`config.mk`:
```
export PLATFORM = sky130hd
export DESIGN_NAME = mem_port_arbiter
export DESIGN_NICKNAME = d
export VERILOG_FILES = /design/src/rtl/mem_port_arbiter.sv
export SDC_FILE = /design/constraint.sdc
export NUM_CORES = 1
export LEC_CHECK = 0
export CAP_MARGIN = 20
export CORE_MARGIN = 8
export CORE_UTILIZATION = 50
export CTS_CLUSTER_SIZE = 28
export DETAILED_ROUTE_END_ITERATION = 7
export PLACE_DENSITY = 0.75
export SETUP_SLACK_MARGIN = 0.4
export SLEW_MARGIN = 40
export SYNTH_ARGS = -nofsm -noshare
export SYNTH_HDL_FRONTEND = slang
export SYNTH_SLANG_ARGS = --single-unit
```
`constraint.sdc`:
```
create_clock -name clock -period 9.8 [get_ports clock]
set_clock_uncertainty 0.1 [all_clocks]
set_input_delay 1.96 -clock clock [delete_from_list [all_inputs] [get_ports clock]]
set_output_delay 1.96 -clock clock [all_outputs]
set_load 0.1 [all_outputs]
```
`src/rtl/mem_port_arbiter.sv`:
```
// mem_port_arbiter: arbitrates the single data-memory port between a write
// buffer of retired stores and load-miss requests, and tracks outstanding
// loads by memory tag so completions return to the right LQ entry.
// Ports: clock/reset (sync, active-high); store_* push into the write buffer
// (wb_full/wb_empty/wb_overflow report its state); ld_req_* request a load and
// ld_req_ack reports acceptance; proc2mem_* drive the memory port and
// mem2proc_* carry the accept tag and returning data; ld_done_* is the
// registered completion to the LQ; branch_recovery squashes in-flight loads.
module mem_port_arbiter #(
  parameter int WB_DEPTH     = 4,
  parameter int DRAIN_THRESH = 3
) (
  input  logic        clock,
  input  logic        reset,
  input  logic        branch_recovery,
  input  logic        store_request,
  input  logic [63:0] store_retire_addr,
  input  logic [63:0] store_retire_data,
  output logic        wb_full,
  output logic        wb_empty,
  output logic        wb_overflow,
  input  logic        ld_req_valid,
  input  logic [63:0] ld_req_addr,
  input  logic [4:0]  ld_req_lq_idx,
  output logic        ld_req_ack,
  output logic [1:0]  proc2mem_command,
  output logic [63:0] proc2mem_addr,
  output logic [63:0] proc2mem_data,
  input  logic [3:0]  mem2proc_response,
  input  logic [63:0] mem2proc_data,
  input  logic [3:0]  mem2proc_tag,
  output logic        ld_done_valid,
  output logic [4:0]  ld_done_lq_idx,
  output logic [63:0] ld_done_data
);

  localparam int PW = (WB_DEPTH > 1) ? $clog2(WB_DEPTH) : 1;
  localparam logic [1:0] CMD_NONE  = 2'd0;
  localparam logic [1:0] CMD_LOAD  = 2'd1;
  localparam logic [1:0] CMD_STORE = 2'd2;

  // Write buffer
  logic [63:0] wb_addr_q [WB_DEPTH];
  logic [63:0] wb_addr_d [WB_DEPTH];
  logic [63:0] wb_data_q [WB_DEPTH];
  logic [63:0] wb_data_d [WB_DEPTH];
  logic [PW-1:0] head_q, head_d, tail_q, tail_d;
  logic [PW:0]   count_q, count_d;

  // Outstanding-load table, indexed by memory tag (entry 0 unused)
  logic [15:0] tbl_valid_q, tbl_valid_d;
  logic [15:0] tbl_sq_q, tbl_sq_d;
  logic [4:0]  tbl_idx_q [16];
  logic [4:0]  tbl_idx_d [16];

  logic        ld_done_valid_q, ld_done_valid_d;
  logic [4:0]  ld_done_lq_idx_q, ld_done_lq_idx_d;
  logic [63:0] ld_done_data_q, ld_done_data_d;
  logic        wb_overflow_q, wb_overflow_d;

  logic hazard, store_sel, load_sel, accept, pop, push;
  logic [PW-1:0] off;

  assign wb_full  = (count_q == (PW+1)'(WB_DEPTH));
  assign wb_empty = (count_q == '0);
  assign accept   = (mem2proc_response != 4'd0);

  // A load aliases a store if they share a doubleword. Slot i is live when
  // its distance from head (mod depth) is below the occupancy.
  always_comb begin
    off    = '0;
    hazard = store_request && (store_retire_addr[63:3] == ld_req_addr[63:3]);
    for (int i = 0; i < WB_DEPTH; i++) begin
      off = PW'(i) - head_q;
      if (({1'b0, off} < count_q) && (wb_addr_q[i][63:3] == ld_req_addr[63:3]))
        hazard = 1'b1;
    end
  end

  assign store_sel = !wb_empty &&
                     ((count_q >= (PW+1)'(DRAIN_THRESH)) || !ld_req_valid || hazard);
  assign load_sel  = ld_req_valid && !store_sel && !hazard;
  assign pop       = store_sel && accept;
  // A full buffer still takes a push when the head leaves the same cycle.
  assign push      = store_request && (!wb_full || pop);

  always_comb begin
    proc2mem_command = CMD_NONE;
    proc2mem_addr    = '0;
    proc2mem_data    = '0;
    ld_req_ack       = 1'b0;
    if (store_sel) begin
      proc2mem_command = CMD_STORE;
      proc2mem_addr    = wb_addr_q[head_q];
      proc2mem_data    = wb_data_q[head_q];
    end else if (load_sel) begin
      proc2mem_command = CMD_LOAD;
      proc2mem_addr    = ld_req_addr;
      ld_req_ack       = accept;
    end
  end

  always_comb begin
    wb_addr_d        = wb_addr_q;
    wb_data_d        = wb_data_q;
    head_d           = head_q;
    tail_d           = tail_q;
    count_d          = count_q;
    wb_overflow_d    = store_request && wb_full && !pop;
    tbl_valid_d      = tbl_valid_q;
    tbl_sq_d         = tbl_sq_q;
    tbl_idx_d        = tbl_idx_q;
    ld_done_valid_d  = 1'b0;
    ld_done_lq_idx_d = ld_done_lq_idx_q;
    ld_done_data_d   = ld_done_data_q;

    if (pop) head_d = head_q + 1'b1;
    if (push) begin
      wb_addr_d[tail_q] = store_retire_addr;
      wb_data_d[tail_q] = store_retire_data;
      tail_d            = tail_q + 1'b1;
    end
    case ({push, pop})
      2'b10:   count_d = count_q + 1'b1;
      2'b01:   count_d = count_q - 1'b1;
      default: count_d = count_q;
    endcase

    // Completion reads the pre-update entry, so an allocation to the same
    // tag this cycle is applied afterwards and survives.
    if ((mem2proc_tag != 4'd0) && tbl_valid_q[mem2proc_tag]) begin
      tbl_valid_d[mem2proc_tag] = 1'b0;
      if (!tbl_sq_q[mem2proc_tag]) begin
        ld_done_valid_d  = 1'b1;
        ld_done_lq_idx_d = tbl_idx_q[mem2proc_tag];
        ld_done_data_d   = mem2proc_data;
      end
    end
    if (branch_recovery) tbl_sq_d = tbl_sq_d | tbl_valid_d;
    if (load_sel && accept) begin
      tbl_valid_d[mem2proc_response] = 1'b1;
      tbl_sq_d[mem2proc_response]    = branch_recovery;
      tbl_idx_d[mem2proc_response]   = ld_req_lq_idx;
    end
  end

  always_ff @(posedge clock) begin
    if (reset) begin
      head_q           <= '0;
      tail_q           <= '0;
      count_q          <= '0;
      tbl_valid_q      <= '0;
      tbl_sq_q         <= '0;
      ld_done_valid_q  <= 1'b0;
      ld_done_lq_idx_q <= '0;
      ld_done_data_q   <= '0;
      wb_overflow_q    <= 1'b0;
    end else begin
      head_q           <= head_d;
      tail_q           <= tail_d;
      count_q          <= count_d;
      tbl_valid_q      <= tbl_valid_d;
      tbl_sq_q         <= tbl_sq_d;
      ld_done_valid_q  <= ld_done_valid_d;
      ld_done_lq_idx_q <= ld_done_lq_idx_d;
      ld_done_data_q   <= ld_done_data_d;
      wb_overflow_q    <= wb_overflow_d;
    end
  end

  // Payload storage needs no reset: liveness comes from count/valid.
  always_ff @(posedge clock) begin
    wb_addr_q <= wb_addr_d;
    wb_data_q <= wb_data_d;
    tbl_idx_q <= tbl_idx_d;
  end

  assign ld_done_valid  = ld_done_valid_q;
  assign ld_done_lq_idx = ld_done_lq_idx_q;
  assign ld_done_data   = ld_done_data_q;
  assign wb_overflow    = wb_overflow_q;

endmodule
```
==> reports/qor.txt, run 1 <==
status = finished, final reports clean
post-DP HPWL = 69700 um
maxcap violations = 0
Rows = 92
CTS Sinks = 701
number of library cell types mapped by synthesis = 53
cts repair resizes = 0
RSZ-0062 raised after global routing = false
first-pass GRT wire length = 140000 um
syn avg cell area = 15.2 um^2
nets = 2781
Leak = 13.1 nW
Vias/cell = 5.95
Worst-Margin Slew = 0.818 ns
share of flip-flops with an asynchronous set or reset = 0%
WP data required = 7.74 ns
fmax = 0.120 GHz
WL met2 = 45100 um
antenna violations before repair = 14
die width = 268 um
share of cells above drive strength 1 = 22.3%
Hold Path Stages = 1
Post-synth top flop = edfxtp_1
Hold Buf Count CTS = 0
met3 WL = 11000 um
Hold/Removal Path Class = reg -> reg
IO Pins = 478
Gate Count Post-Synth = 2082
clock latency on the worst-skew pair = 0.61 ns
Clock transition at path regs = 0.05 ns
Worst Path Arrival = 6.28 ns
Worst slew margin = 44.9%
core area = 62900 um^2
Hold Path Origin = tbl_valid_q[0]
reg2reg start = wb_addr_q[135]
crit path kind = in -> out
Tot Pwr = 10.1 mW
#FFs+latches synth = 701
post-route ant nets = 0
Setup-failing EPs final = 0
input/output buffers = 477
critical path startpoint category = input port
fin cells = 3411
Hold Path End = tbl_valid_q[0]
EDFF count, synth = 592
Residual DRC = 0
via count of the first global-routing pass = 20756
DP Cell Count = 3264
DR vias = 20283
fin util = 61.7%
CP max FO = 50
maximum vdd drop = 0.000250 V
WL/cell = 28.4 um
Final Hold Vio Count = 0
CTS tree = done
Period minus WS final = 8.34 ns
gr usage total = 26.4%
CTS HTree Levels = 3
CTS root buffer = clkbuf_16
grt ovf = 0
Initial DRC Count = 2129
Initial Util = 50.4%
R2R depth = 15
CP endpoint kind = output pin
TritonRoute pass-1 iters = 6
Max Transition Viols Final = 0
die height = 268 um
M1 wire length = 38300 um
CTS max path bufs = 3
DRT Wirelength = 96900 um
largest net degree at the start of global routing = 87
worst r2r dst = count_q[2]
Final Cycle Share = 85.1%
Top Metal Used = met5
Cell Area, Synth = 31700 um^2
setup_tns = 0 ns
Synth Warn # = 0
FF-to-FF setup slack = 4.71 ns
Seq/Total Area, Yosys = 63.0%
Post-CTS Setup Bufs = 0
PD cells = 260 nW/um^2
worst hold slack = 0.367 ns
gp weighted congestion = 1.02
area delta synth->final = 22.4%
TritonCTS buffer count = 76
die area = 71700 um^2
-- report_power, final --
group / leakage, nW / switching [mW] / internal (mW)
logic: 5.59 / 2.78 / 0.981
clock network: 1.22 / 1.16 / 1.71
registers: 6.31 / 0.0943 / 3.38
-- cell families after synthesis --
group	count (synthesis)	share of synthesized area, %
compound gates	160	3.27
xor+xnor	281	7.77
fa+ha+maj	10	0.418
buf+inv	235	3.45
flops	701	63.0
mux	234	13.8
other cells	1	0.0118
simple gates	460	8.31
-- Yosys cell counts, types with 6 or more instances --
master | instances | area (um^2)
inv_1 | 59 | 221
xnor2_1 | 150 | 1310
buf_2 | 64 | 320
nand3_1 | 74 | 370
nand2b_1 | 7 | 43.8
o22ai_1 | 10 | 62.6
nor3b_1 | 25 | 188
nand2_1 | 74 | 278
clkbuf_1 | 78 | 293
nor3b_2 | 40 | 500
dfxtp_1 | 109 | 2180
a311oi_1 | 6 | 52.6
and2_1 | 7 | 43.8
buf_4 | 11 | 82.6
nor2_1 | 99 | 372
o21a_1 | 10 | 75.1
edfxtp_1 | 592 | 17800
a41oi_1 | 9 | 78.8
a311o_1 | 6 | 60.1
xor2_1 | 131 | 1150
nor2b_1 | 18 | 113
ha_1 | 9 | 113
a21oi_1 | 16 | 80.1
mux4_2 | 162 | 3650
nor4_1 | 49 | 307
mux2i_1 | 70 | 701
o2bb2ai_1 | 11 | 96.3
o21ai_0 | 74 | 370
nand4_1 | 56 | 350
buf_1 | 14 | 52.6
-- cell usage in the layout (no fill, tap or decap), drive strengths merged, types with 4 or more instances in the layout --
cell type      instances
nand3                 74
a311oi                 6
clkinv                25
inv                   66
bufinv                 9
a311o                  6
a22o                   4
xor2                 131
and2                   7
buf                  237
nand2                 74
xnor2                150
nand4                 56
ha                     9
a41oi                  9
a221o                  5
o22ai                 10
mux4                 162
o21a                  10
dfxtp                109
nor2b                 18
edfxtp               592
nand2b                 7
o21ai                 74
clkdlybuf4s50        270
clkbuf                98
conb                   5
diode                  6
nor4                  49
nor2                  99
nor3b                 65
a21oi                 16
o2bb2ai               11
mux2i                 70
nor3                   4
-- worst max-delay path, cell delays in order --
cell and delay, ns:
clkdlybuf4s50_1 0.67, xnor2_1 0.60, nand4_1 0.26, nor4_1 0.67, nand4_1 0.27, nor4_1 0.29, nor3_2 0.08, buf_4 0.32
buf_4 0.40, nand3_1 0.15, o21ai_0 0.24, buf_4 0.34
-- flip-flops by register name (all words and copies together), names as in the netlist --
register / flops
wb_addr_q: 256
wb_data_q: 256
tbl_idx_q: 80
ld_done_data: 64
tbl_valid_q: 16
tbl_sq_q: 15
ld_done_lq_idx: 5
count_q: 3
head_q: 2
tail_q: 2
ld_done_valid: 1
wb_overflow: 1
-- through the flow --
stage / setup slack (ns) / cell area, um^2
finish: 1.46 / 38800
CTS: 1.45 / 38800
floorplan: 1.55 / 31700
global placement: 1.14 / 36700
global route: 1.38 / 38800
detailed placement: 1.48 / 36200
-- metal layers --
metal	vias to the layer above	GRT usage [%]
li1	8726	-
met4	16	7.82
met5	-	0
met3	152	8.11
met2	1115	41.9
met1	10274	35.2
-- final cells by class --
class,instances,area (um^2)
multi-input cells,1150,10700
well taps,846,1060
clock buffers,98,2030
inverters,61,230
clock inverters,42,477
repair buffers,507,4330
diodes,6,15.0
flip-flops and latches,701,20000
fillers,4691,24100
-- how the worst max path moves through the flow --
stage	startpoint	endpoint	slack (ns)	depth (start not counted)
2_1_floorplan	ld_req_addr[21]	proc2mem_data[14]	1.55	12
3_3_place_gp	ld_req_addr[7]	proc2mem_addr[23]	1.14	12
3_5_place_dp	ld_req_addr[31]	proc2mem_addr[22]	1.48	11
4_1_cts	ld_req_addr[31]	proc2mem_data[55]	1.45	11
5_1_grt	ld_req_addr[31]	proc2mem_addr[22]	1.38	11
6_report	ld_req_addr[7]	proc2mem_addr[25]	1.46	12
(Power assumes the default switching activity.)
==> inputs of run 2 (changes only) <==
Settings changed: CORE_MARGIN 8 to 1.5.
==> run 2 against run 1 <==
Sequential power about the same; combinational power increased by 1%; cell count barely moved; wire length down 1.3%; first-iteration DRC count up 7.5%; worst setup slack lost 0.18 ns; clock power grew 2%; largest power group unchanged.
==> reports/qor.txt, run 2 (synthesis results as in run 1) <==
status = finished, final reports clean
CTS HTree Levels = 3 (unchanged)
post-DP HPWL = 68100 um (-2.3%)
Worst Path Arrival = 6.45 ns (+0.17 ns)
Regs by FF count = wb_addr_q: 256 flops, wb_data_q: 256 flops, tbl_idx_q: 80 flops
most frequent cells in the layout = edfxtp_1, clkdlybuf4s50_1, mux4_2
gp weighted congestion = 1.02 (-0.92%)
worst hold slack = 0.375 ns (+0.00821 ns)
Vias/cell = 6.00 (+0.87%)
die width = 255 um (-4.9%)
FF-to-FF setup slack = 4.95 ns (+0.24 ns)
DRT Wirelength = 95600 um (-1.3%)
Worst-Margin Slew = 0.869 ns (+0.0510 ns)
Hold Path End = tbl_valid_q[0]
R2R depth = 15 (unchanged)
CP endpoint kind = output pin
maximum vdd drop = 0.000265 V (+6.0%)
gr usage total = 29.1% (+2.7 points)
Tot Pwr = 10.2 mW (+1.3%)
RSZ-0062 raised after global routing = false
Period minus WS final = 8.51 ns (+0.175 ns)
Hold Buf Count CTS = 0 (unchanged)
area delta synth->final = 23.0%
Post-CTS Setup Bufs = 0 (unchanged)
core area = 62900 um^2 (unchanged)
most common cell after layout, fill and taps aside = edfxtp_1
CTS Sinks = 701 (unchanged)
Residual DRC = 0 (unchanged)
WP data required = 7.74 ns (about the same)
via count of the first global-routing pass = 19709 (-5.0%)
Hold Path Stages = 1 (unchanged)
TritonCTS buffer count = 76 (unchanged)
nets = 2781 (unchanged)
die area = 64900 um^2 (-9.5%)
CTS tree = done
CTS root buffer = clkbuf_16
input/output buffers = 477 (unchanged)
Final Cycle Share = 86.9% (+1.8 points)
final setup margin = 1.29 ns (-0.175 ns)
Initial DRC Count = 2288 (+7.5%)
crit path kind = in -> out
CP max FO = 63 (+26%)
IO Pins = 478 (unchanged)
clock latency on the worst-skew pair = 0.63 ns (+0.02 ns)
Max Transition Viols Final = 0 (unchanged)
Worst slew margin = 42.0% (-2.9 points)
Placement Setup Slack = 1.30 ns (-0.177 ns)
Leak = 13.2 nW (+0.45%)
antenna violations before repair = 12 (-2)
DR vias = 20453 (+0.84%)
Clock transition at path regs = 0.06 ns (about the same)
setup_tns = 0 ns (unchanged)
cts repair resizes = 0 (unchanged)
CTS max path bufs = 3 (unchanged)
grt ovf = 0 (unchanged)
share of cells above drive strength 1 = 22.6% (+0.26 points)
Rows = 92 (unchanged)
PD cells = 262 nW/um^2 (+0.79%)
post-route ant nets = 0 (unchanged)
largest net degree at the start of global routing = 71 (-18%)
critical path startpoint category = input port
Hold/Removal Path Class = reg -> reg
reg2reg start = head_q[0]
fmax = 0.117 GHz (-2.1%)
first-pass GRT wire length = 135000 um (-3.9%)
TritonRoute pass-1 iters = 6 (unchanged)
Final Hold Vio Count = 0 (unchanged)
WL/cell = 28.0 um (-1.3%)
Setup-failing EPs final = 0 (unchanged)
Hold Path Origin = tbl_valid_q[0]
Initial Util = 50.4% (unchanged)
worst r2r dst = count_q[2]
maxcap violations = 0 (unchanged)
die height = 255 um (-4.9%)
==> run 2: cell count changes in the layout (fill, tap and decap cells not counted), sizes merged <==
cell | before | now
buf | 237 | 236
bufinv | 9 | 8
clkinv | 25 | 30
diode | 6 | 3
inv | 66 | 64
clkinvlp | 3 | 4
==> run 2: worst max path at each step <==
stage / startpoint / cells past startpoint / endpoint
2_1_floorplan: ld_req_addr[21] / 12 / proc2mem_data[14]
3_3_place_gp: ld_req_addr[31] / 11 / proc2mem_data[54]
3_5_place_dp: ld_req_addr[31] / 11 / proc2mem_data[54]
4_1_cts: ld_req_addr[31] / 11 / proc2mem_data[54]
5_1_grt: ld_req_addr[31] / 11 / proc2mem_data[54]
6_report: ld_req_addr[31] / 11 / proc2mem_data[54]
==> run 2: routing by layer <==
metal  vias up  wire (um)  track usage, %  part of all wire, %
li1       8734          -               -                    -
met1     10267      37900            40.2                   40
met2      1247      43900            44.5                   46
met3       187      10900            8.58                   11
met4        18       2860            9.13                  3.0
met5         -        129               0                 0.13
==> run 2: final cells by class <==
class,count,area (um^2)
Inverter,61,230
Clock buffer,97,2080
Timing Repair Buffer,507,4420
Multi-Input combinational cell,1150,10700
Sequential cell,701,20000
Fill cell,4642,23900
Tap cell,846,1060
Antenna cell,3,7.51
Clock inverter,45,517
==> run 2: critical path, stage by stage <==
cell,delay [ns]
clkdlybuf4s50_1,0.67
xor2_1,0.30
nor4_2,0.56
nand4_1,0.21
nor4_1,0.51
nand4_1,0.18
o211a_4,0.38
and2_4,0.48
buf_4,0.43
nor3b_1,0.33
buf_4,0.35
==> run 2: stage by stage <==
step | util [%] | instances | cell area, um^2
floorplan | - | 2086 | 31700
global placement | 58.2 | 3257 | 36600
detailed placement | 57.9 | 3265 | 36400
CTS | 62.0 | 3407 | 39000
global route | 62.0 | 3410 | 39000
finish | 62.0 | 3410 | 39000
==> run 2: power breakdown <==
part | internal [mW] | switching (mW) | leakage, nW
clock network | 1.73 | 1.20 | 1.26
registers | 3.38 | 0.103 | 6.31
logic | 1.03 | 2.78 | 5.61
total | 6.14 | 4.08 | 13.2
